--- src/rtl/compressor_misr_collector.sv ---
// Response collector: skips the shift-register fill transient, then folds a programmed
// number of packed compressor results into a MISR and holds the final signature.
module compressor_misr_collector #(
  parameter int                 WIDTH = 32,
  parameter logic [WIDTH-1:0]   POLY  = 32'h04C11DB7,
  parameter logic [WIDTH-1:0]   SEED  = '0,
  parameter int                 SKIP  = 27,
  parameter int                 CNT_W = 16
) (
  input  logic             clk,
  input  logic             rst,
  input  logic             start,
  input  logic [CNT_W-1:0] num_samples,
  input  logic [WIDTH-1:0] din,
  output logic             busy,
  output logic             done,
  output logic [WIDTH-1:0] signature,
  output logic [CNT_W-1:0] sample_cnt
);

  localparam int SKIP_W = (SKIP > 1) ? $clog2(SKIP + 1) : 1;
  localparam logic [SKIP_W-1:0] SKIP_LAST = SKIP_W'((SKIP > 0) ? SKIP - 1 : 0);

  typedef enum logic [1:0] {
    IDLE,
    SKIPPING,
    RUN,
    DONE
  } state_t;

  state_t            state_q, state_d;
  logic [WIDTH-1:0]  sig_q, sig_d;
  logic [CNT_W-1:0]  cnt_q, cnt_d;
  logic [CNT_W-1:0]  num_q, num_d;
  logic [SKIP_W-1:0] skip_q, skip_d;
  logic [WIDTH-1:0]  fold;

  assign fold = {sig_q[WIDTH-2:0], 1'b0} ^ (sig_q[WIDTH-1] ? POLY : '0) ^ din;

  always_ff @(posedge clk or posedge rst) begin
    if (rst) begin
      state_q <= IDLE;
      sig_q   <= SEED;
      cnt_q   <= '0;
      num_q   <= '0;
      skip_q  <= '0;
    end else begin
      state_q <= state_d;
      sig_q   <= sig_d;
      cnt_q   <= cnt_d;
      num_q   <= num_d;
      skip_q  <= skip_d;
    end
  end

  always_comb begin
    state_d = state_q;
    sig_d   = sig_q;
    cnt_d   = cnt_q;
    num_d   = num_q;
    skip_d  = skip_q;
    unique case (state_q)
      IDLE, DONE: begin
        if (start) begin
          num_d  = num_samples;
          sig_d  = SEED;
          cnt_d  = '0;
          skip_d = '0;
          if (SKIP > 0)              state_d = SKIPPING;
          else if (num_samples == '0) state_d = DONE;
          else                        state_d = RUN;
        end
      end
      SKIPPING: begin
        skip_d = skip_q + SKIP_W'(1);
        if (skip_q == SKIP_LAST) state_d = (num_q == '0) ? DONE : RUN;
      end
      RUN: begin
        sig_d = fold;
        cnt_d = cnt_q + CNT_W'(1);
        // cnt_q never exceeds num_q - 1 here, so the increment cannot wrap
        if (cnt_d == num_q) state_d = DONE;
      end
      default: state_d = IDLE;
    endcase
  end

  assign busy       = (state_q == SKIPPING) || (state_q == RUN);
  assign done       = (state_q == DONE);
  assign signature  = sig_q;
  assign sample_cnt = cnt_q;

endmodule
--- config.mk ---
export PLATFORM = sky130hd
export DESIGN_NAME = compressor_misr_collector
export DESIGN_NICKNAME = d
export VERILOG_FILES = /design/src/rtl/compressor_misr_collector.sv
export SDC_FILE = /design/constraint.sdc
export NUM_CORES = 1
export LEC_CHECK = 0
export CAP_MARGIN = 20
export CORE_MARGIN = 2
export CORE_UTILIZATION = 50
export DETAILED_ROUTE_END_ITERATION = 8
export PLACE_DENSITY_LB_ADDON = 0.15
export SETUP_SLACK_MARGIN = 0.4
export SLEW_MARGIN = 25
export SYNTH_ARGS = -nofsm -noshare
export SYNTH_HDL_FRONTEND = slang
export SYNTH_SLANG_ARGS = --single-unit
--- constraint.sdc ---
create_clock -name clk -period 6.45 [get_ports clk]
set_input_delay 1.29 -clock clk [delete_from_list [all_inputs] [get_ports clk]]
set_output_delay 1.29 -clock clk [all_outputs]
set_load 0.02 [all_outputs]
Word level (Yosys, flattened, before mapping)
Cells that the tools add are included.
{"block": "totals", "register_bits": 71, "out_inout_bits": 50, "word_cells": 39}
{"block": "classes", "addsub": 2, "eq_ne": 8, "n_mux": 12, "bitwise": 2, "reduce_logical": 10}
{"op": "one-hot mux 32 bit (2 select lines)", "count": 1}
{"op": "two-way mux 32 bit", "count": 1}
{"op": "one-hot mux 16 bit (2 select lines)", "count": 1}
{"op": "bitwise XOR 32 x 27 -> 32 bit", "count": 1}
{"op": "bitwise XOR 32 bit", "count": 1}
{"op": "two-way mux 27 bit", "count": 1}
{"op": "adder 16 x 1 -> 16 bit (second input constant)", "count": 1}
{"op": "equality test 16 bit", "count": 1}
{"op": "zero test 16 bit", "count": 1}
{"op": "two-way mux 16 bit", "count": 1}
{"op": "one-hot mux 5 bit (2 select lines)", "count": 1}
{"op": "two-way mux 2 bit", "count": 3}
{"op": "!= test 2 bit (second input constant)", "count": 3}
{"op": "one-hot mux 2 bit (3 select lines)", "count": 1}
{"op": "AND reduction 2 bit", "count": 3}
{"op": "adder 5 x 1 -> 5 bit (second input constant)", "count": 1}
{"op": "equality test 5 bit (second input constant)", "count": 1}
{"op": "two-way mux 5 bit", "count": 1}
{"op": "equality test 2 bit (second input constant)", "count": 2}
{"op": "nonzero test 2 bit", "count": 2}
{"op": "AND reduction 3 bit", "count": 1}
{"op": "equality test 2 x 1 -> 1 bit (second input constant)", "count": 1}
{"op": "zero test 2 bit", "count": 1}
{"op": "OR reduction 2 bit", "count": 1}
{"op": "2 further kinds", "count": 2}

Logic depth before layout (Yosys ltp)
{"block": "logic_depth", "depth_word": 4, "depth_mapped": 10}

Worst setup path after synthesis
No wires, ideal clock.
{"block": "synth_timing", "path_type": "input -> register", "start": "in start", "end": "reg state_q[1]", "setup_ns": 0.065, "t_arrival_ns": 2.721, "t_required_ns": 6.385, "setup_slack_ns": 3.664, "stages": 6, "path_buffers": 1, "path_cell_list": "nand2b_1 > clkbuf_1 > a21boi_0 > or3b_2 > o31ai_1 > a31o_1"}
{"block": "synth_between", "elab_chain_len": 2}
{"element": "start, declared", "line": "12", "source": "input logic start,"}
{"element": "!= test 2 bit (no line)"}
{"element": "AND reduction 3 bit (no line)"}
{"element": "end signal, assigned", "line": "48", "source": "state_q <= state_d;"}
{"element": "end, declared", "line": "31", "source": "state_t state_q, state_d;"}
Every way passes these cells.
A chain may end at the register's enable or synchronous reset.

Worst setup path after layout
{"block": "layout_timing", "start": "reg state_q[0]", "end": "out busy"}
{"block": "layout_between", "elab_chain_len": 2}
{"element": "equality test 2 x 1 -> 1 bit / equality test 2 bit (equally long branches)", "line": "88", "source": "assign busy = (state_q == SKIPPING) || (state_q == RUN);"}
{"element": "logical OR 1 bit (*)", "line": "88"}
{"element": "end, declared", "line": "15", "source": "output logic busy,"}
Every way passes the cells marked *; elsewhere a longest branch is shown, timed or not.

==> results.md <==
* CORE AREA at ~7400 sq um
* Setup slack after layout at 3.15 ns
* Reg2reg start: state_q[0]$_DFFE_PP0P_
* Clock power share at 19.4%
* Top FF cell, synth: dfrtp_1
* Worst Reg-to-Reg Cells at 7
* CTS sink cnt at 71
* Clk buf depth at 2
* Unique masters post-synth at 45
* Die W at between 90 and 100 um
* Worst Hold Path EP: signature[5]$_DFFE_PP0P_
* Post-CTS Resized at 0
* Rows at 31
* Status: complete, no violations
* Final Hold Vio Count at 0
* Post-Syn Nets at 447
* Critical path's largest stage delay at 0.62 ns
* Grt ovf at 0
* Sw Ratio at 38.8%
* Max-Cap Viols at 0
* Tmin final at between 3 and 4 ns
* RePlAce Congestion at 0.813
* Buf+Inv Stages, Crit Path at 3
* Total number of vias at 3152
* Crit end category: output pin
* Starting density of the core at 52.2%
* Cells after Synth at 390
* Fin crit share at 51.2%
* Htree depth at 3
* Ant. Diodes at 0
* Flop pwr share at 34.5%
* DR pass1 iterations at 4
* CP max-delay cell: clkdlybuf4s50_1
* Commonest cells after routing, fill and taps aside: clkdlybuf4s50_1 (100), dfrtp_1 (71), o21ai_0 (62), nand2_1 (52), xnor2_1 (46)
* Power per Cell Area at 419 nW/um^2
* Worst min-delay path class: reg -> reg
* Placed cell count at 572
* Async S/R FF share, synth at 100%
* Area grow syn2layout at 34.7%
* Crit path DAT at 2.01 ns
* Worst Tran Pin Value at 0.886 ns
* CP delay by family, top: buffers and inverters
* Startpoint types: flop
* Pleak at 2.11 nW
* Die area at 8410 sq um
* Number of enable flip-flop cells after synthesis at 0
* Internal reg-to-reg setup slack at 3.77 ns
* #FFs+latches synth at about 70
* GRT Total Usage at approximately 22%
* R2R Path End: sample_cnt[6]$_DFFE_PP0P_
* Avg Cell Area, Syn at 9.87 sq um
* Setup violators final at 0
* Most used cell along the critical path: inv_1
* Dpl ws at 2.94 ns
* Nets@finish at approximately 540
* Internal power at 1.33 mW
* First-pass GRT wire length at 14900 um
* Synth warn at 0
* Cell Chain, Critical Path: inv_1 -> ha_1 -> inv_1 -> clkdlybuf4s50_1
* Layout fillers at 572
* Design area at between 5000 and 6000 sq um
* Clk_skew at 0.00880 ns
* Synth top area share at 46.2%
* Setup TNS at 0 ns
* Number of global-route vias before repair at 3150
* Max Slew Vio Count at 0
* Final Non-Filler Cells at ~590
* Layout cells sized above 1 at under 10%
* Wire length per cell at 15.0 um
* Clock-pin slew on the worst setup and hold paths at 0.07 ns
* Post-DP HPWL at 6210 um
* Unrepaired setup endpoints after global routing: false
* Highest clock rate at 303 MHz
* Area contributors post-synth: dfrtp_1 (46%), xnor2_1 (10%), o21ai_0 (8.1%)
* Net Sw Power at 0.843 mW
* Post-Route Utilization at a little over two thirds
* Commonest non-fill, non-tap cell in the layout: clkdlybuf4s50_1
* Gate power share at 46.1%
* Die height at 91.7 um
* Max-Slew Margin vs Limit at 41.0%
* Post-route DRC at 0
* Post-CTS setup buffer count at 0
* Root Buffer Master: clkbuf_8
* Clock latency on the worst-skew pair at between 0.3 and 0.4 ns
* Worst Hold Depth at 2
* Hold_buf cts at 0
* Mapped cell area at 3850 sq um
* Hold_sp: signature[5]$_DFFE_PP0P_
* I/O Buffers at 100
* Via/cell ratio at about 5.4
* Req. time, crit path at 5.16 ns
* Drt initial violations at 164
* Placed Area at 4940 sq um
* Sequential cell area fraction in the yosys report at between 40% and 50%
* CTS tree: built
* Routed wire length at 8810 um
* Max Fanout on Critical Path at 7
* Max VDD drop at 0.000211 V
* Largest net degree at the start of global routing at ~70
* Crit Path Class: reg -> out
* Num ports at roughly 100
* Initial antenna violation count at 0
* CTS buffer count at 9
* Final ANT Viol Nets at 0
* Cell taking the most area after synthesis: dfrtp_1
==> cell type report <==
class	instances	area (sq um)	area share, %
clock buffer	10	128	2.46
clock inverter	6	109	2.10
inverter	5	18.8	0.362
multi-input combinational	294	1980	38.3
sequential	71	1780	34.3
tap	99	124	2.39
timing repair buffer	103	1040	20.1
==> synth_stat cells, types with 3 or more instances <==
cell	instances
xor2_1	22
nand2_1	52
o21ai_0	62
mux2_2	16
a31oi_1	7
or3_1	3
buf_2	5
o31ai_1	5
nor2_1	15
nand4_1	9
clkbuf_1	14
and3_1	3
nand3_1	4
a21oi_1	6
dfrtp_1	71
inv_1	5
ha_1	6
nor4_1	5
and2_1	3
xnor2_1	46
==> tightest hold or removal path: stages, from the launching register on <==
cell and delay, ns:
dfrtp_1 0.38, nand2_1 0.05, o21ai_0 0.06
==> metal layers <==
metal | share of wire [%] | GRT usage, % | wire length (um) | vias up
met5 | 0 | 0 | 0 | -
met4 | 1.3 | 7.71 | 113 | 0
met3 | 6.1 | 6.00 | 538 | 10
met2 | 49 | 35.2 | 4280 | 89
met1 | 44 | 28.7 | 3880 | 1510
li1 | - | - | - | 1543
==> metrics by stage <==
stage	power, mW	hold slack (ns)
after floorplan	1.38	0.500
after global placement	1.70	0.503
after detailed placement	1.76	0.514
after CTS	2.19	0.531
after global routing	2.33	0.563
final	2.17	0.530
==> logic make-up after synthesis <==
family | after synthesis | share of synthesized area, %
AO/OA/AOI/OAI | 89 | 12.9
XOR/XNOR | 68 | 15.5
adder cells (fa/ha/maj) | 6 | 1.95
buffers and inverters | 25 | 2.60
flip-flops | 71 | 46.2
multiplexers | 17 | 4.94
AND/OR/NAND/NOR | 114 | 16.0
==> worst max path at each step <==
stage | startpoint | to | slack [ns] | cells after the start
after floorplan | rst | num_q[0]$_DFFE_PP0P_ | 3.36 | 1
after global placement | start | sample_cnt[12]$_DFFE_PP0P_ | 2.72 | 5
after detailed placement | start | sample_cnt[6]$_DFFE_PP0P_ | 2.94 | 6
after CTS | signature[31]$_DFFE_PP0P_ | signature[31] | 3.16 | 1
after global routing | state_q[0]$_DFFE_PP0P_ | busy | 3.09 | 4
final | state_q[0]$_DFFE_PP0P_ | busy | 3.15 | 4
==> state kept, by name (all words and copies together) (netlist names) <==
name and count:
signature 32, num_q 16, sample_cnt 16, skip_q 5
state_q 2
==> power by group through the flow <==
stage | sequential [mW] | combinational [mW] | clock, mW
floorplan | 0.790 | 0.595 | 0
global placement | 0.751 | 0.948 | 0
CTS | 0.750 | 1.01 | 0.429
finish | 0.748 | 1.00 | 0.422
detailed placement | 0.754 | 1.01 | 0
global route | 0.771 | 1.10 | 0.452
Note: power is estimated with default switching activity, not from simulation.
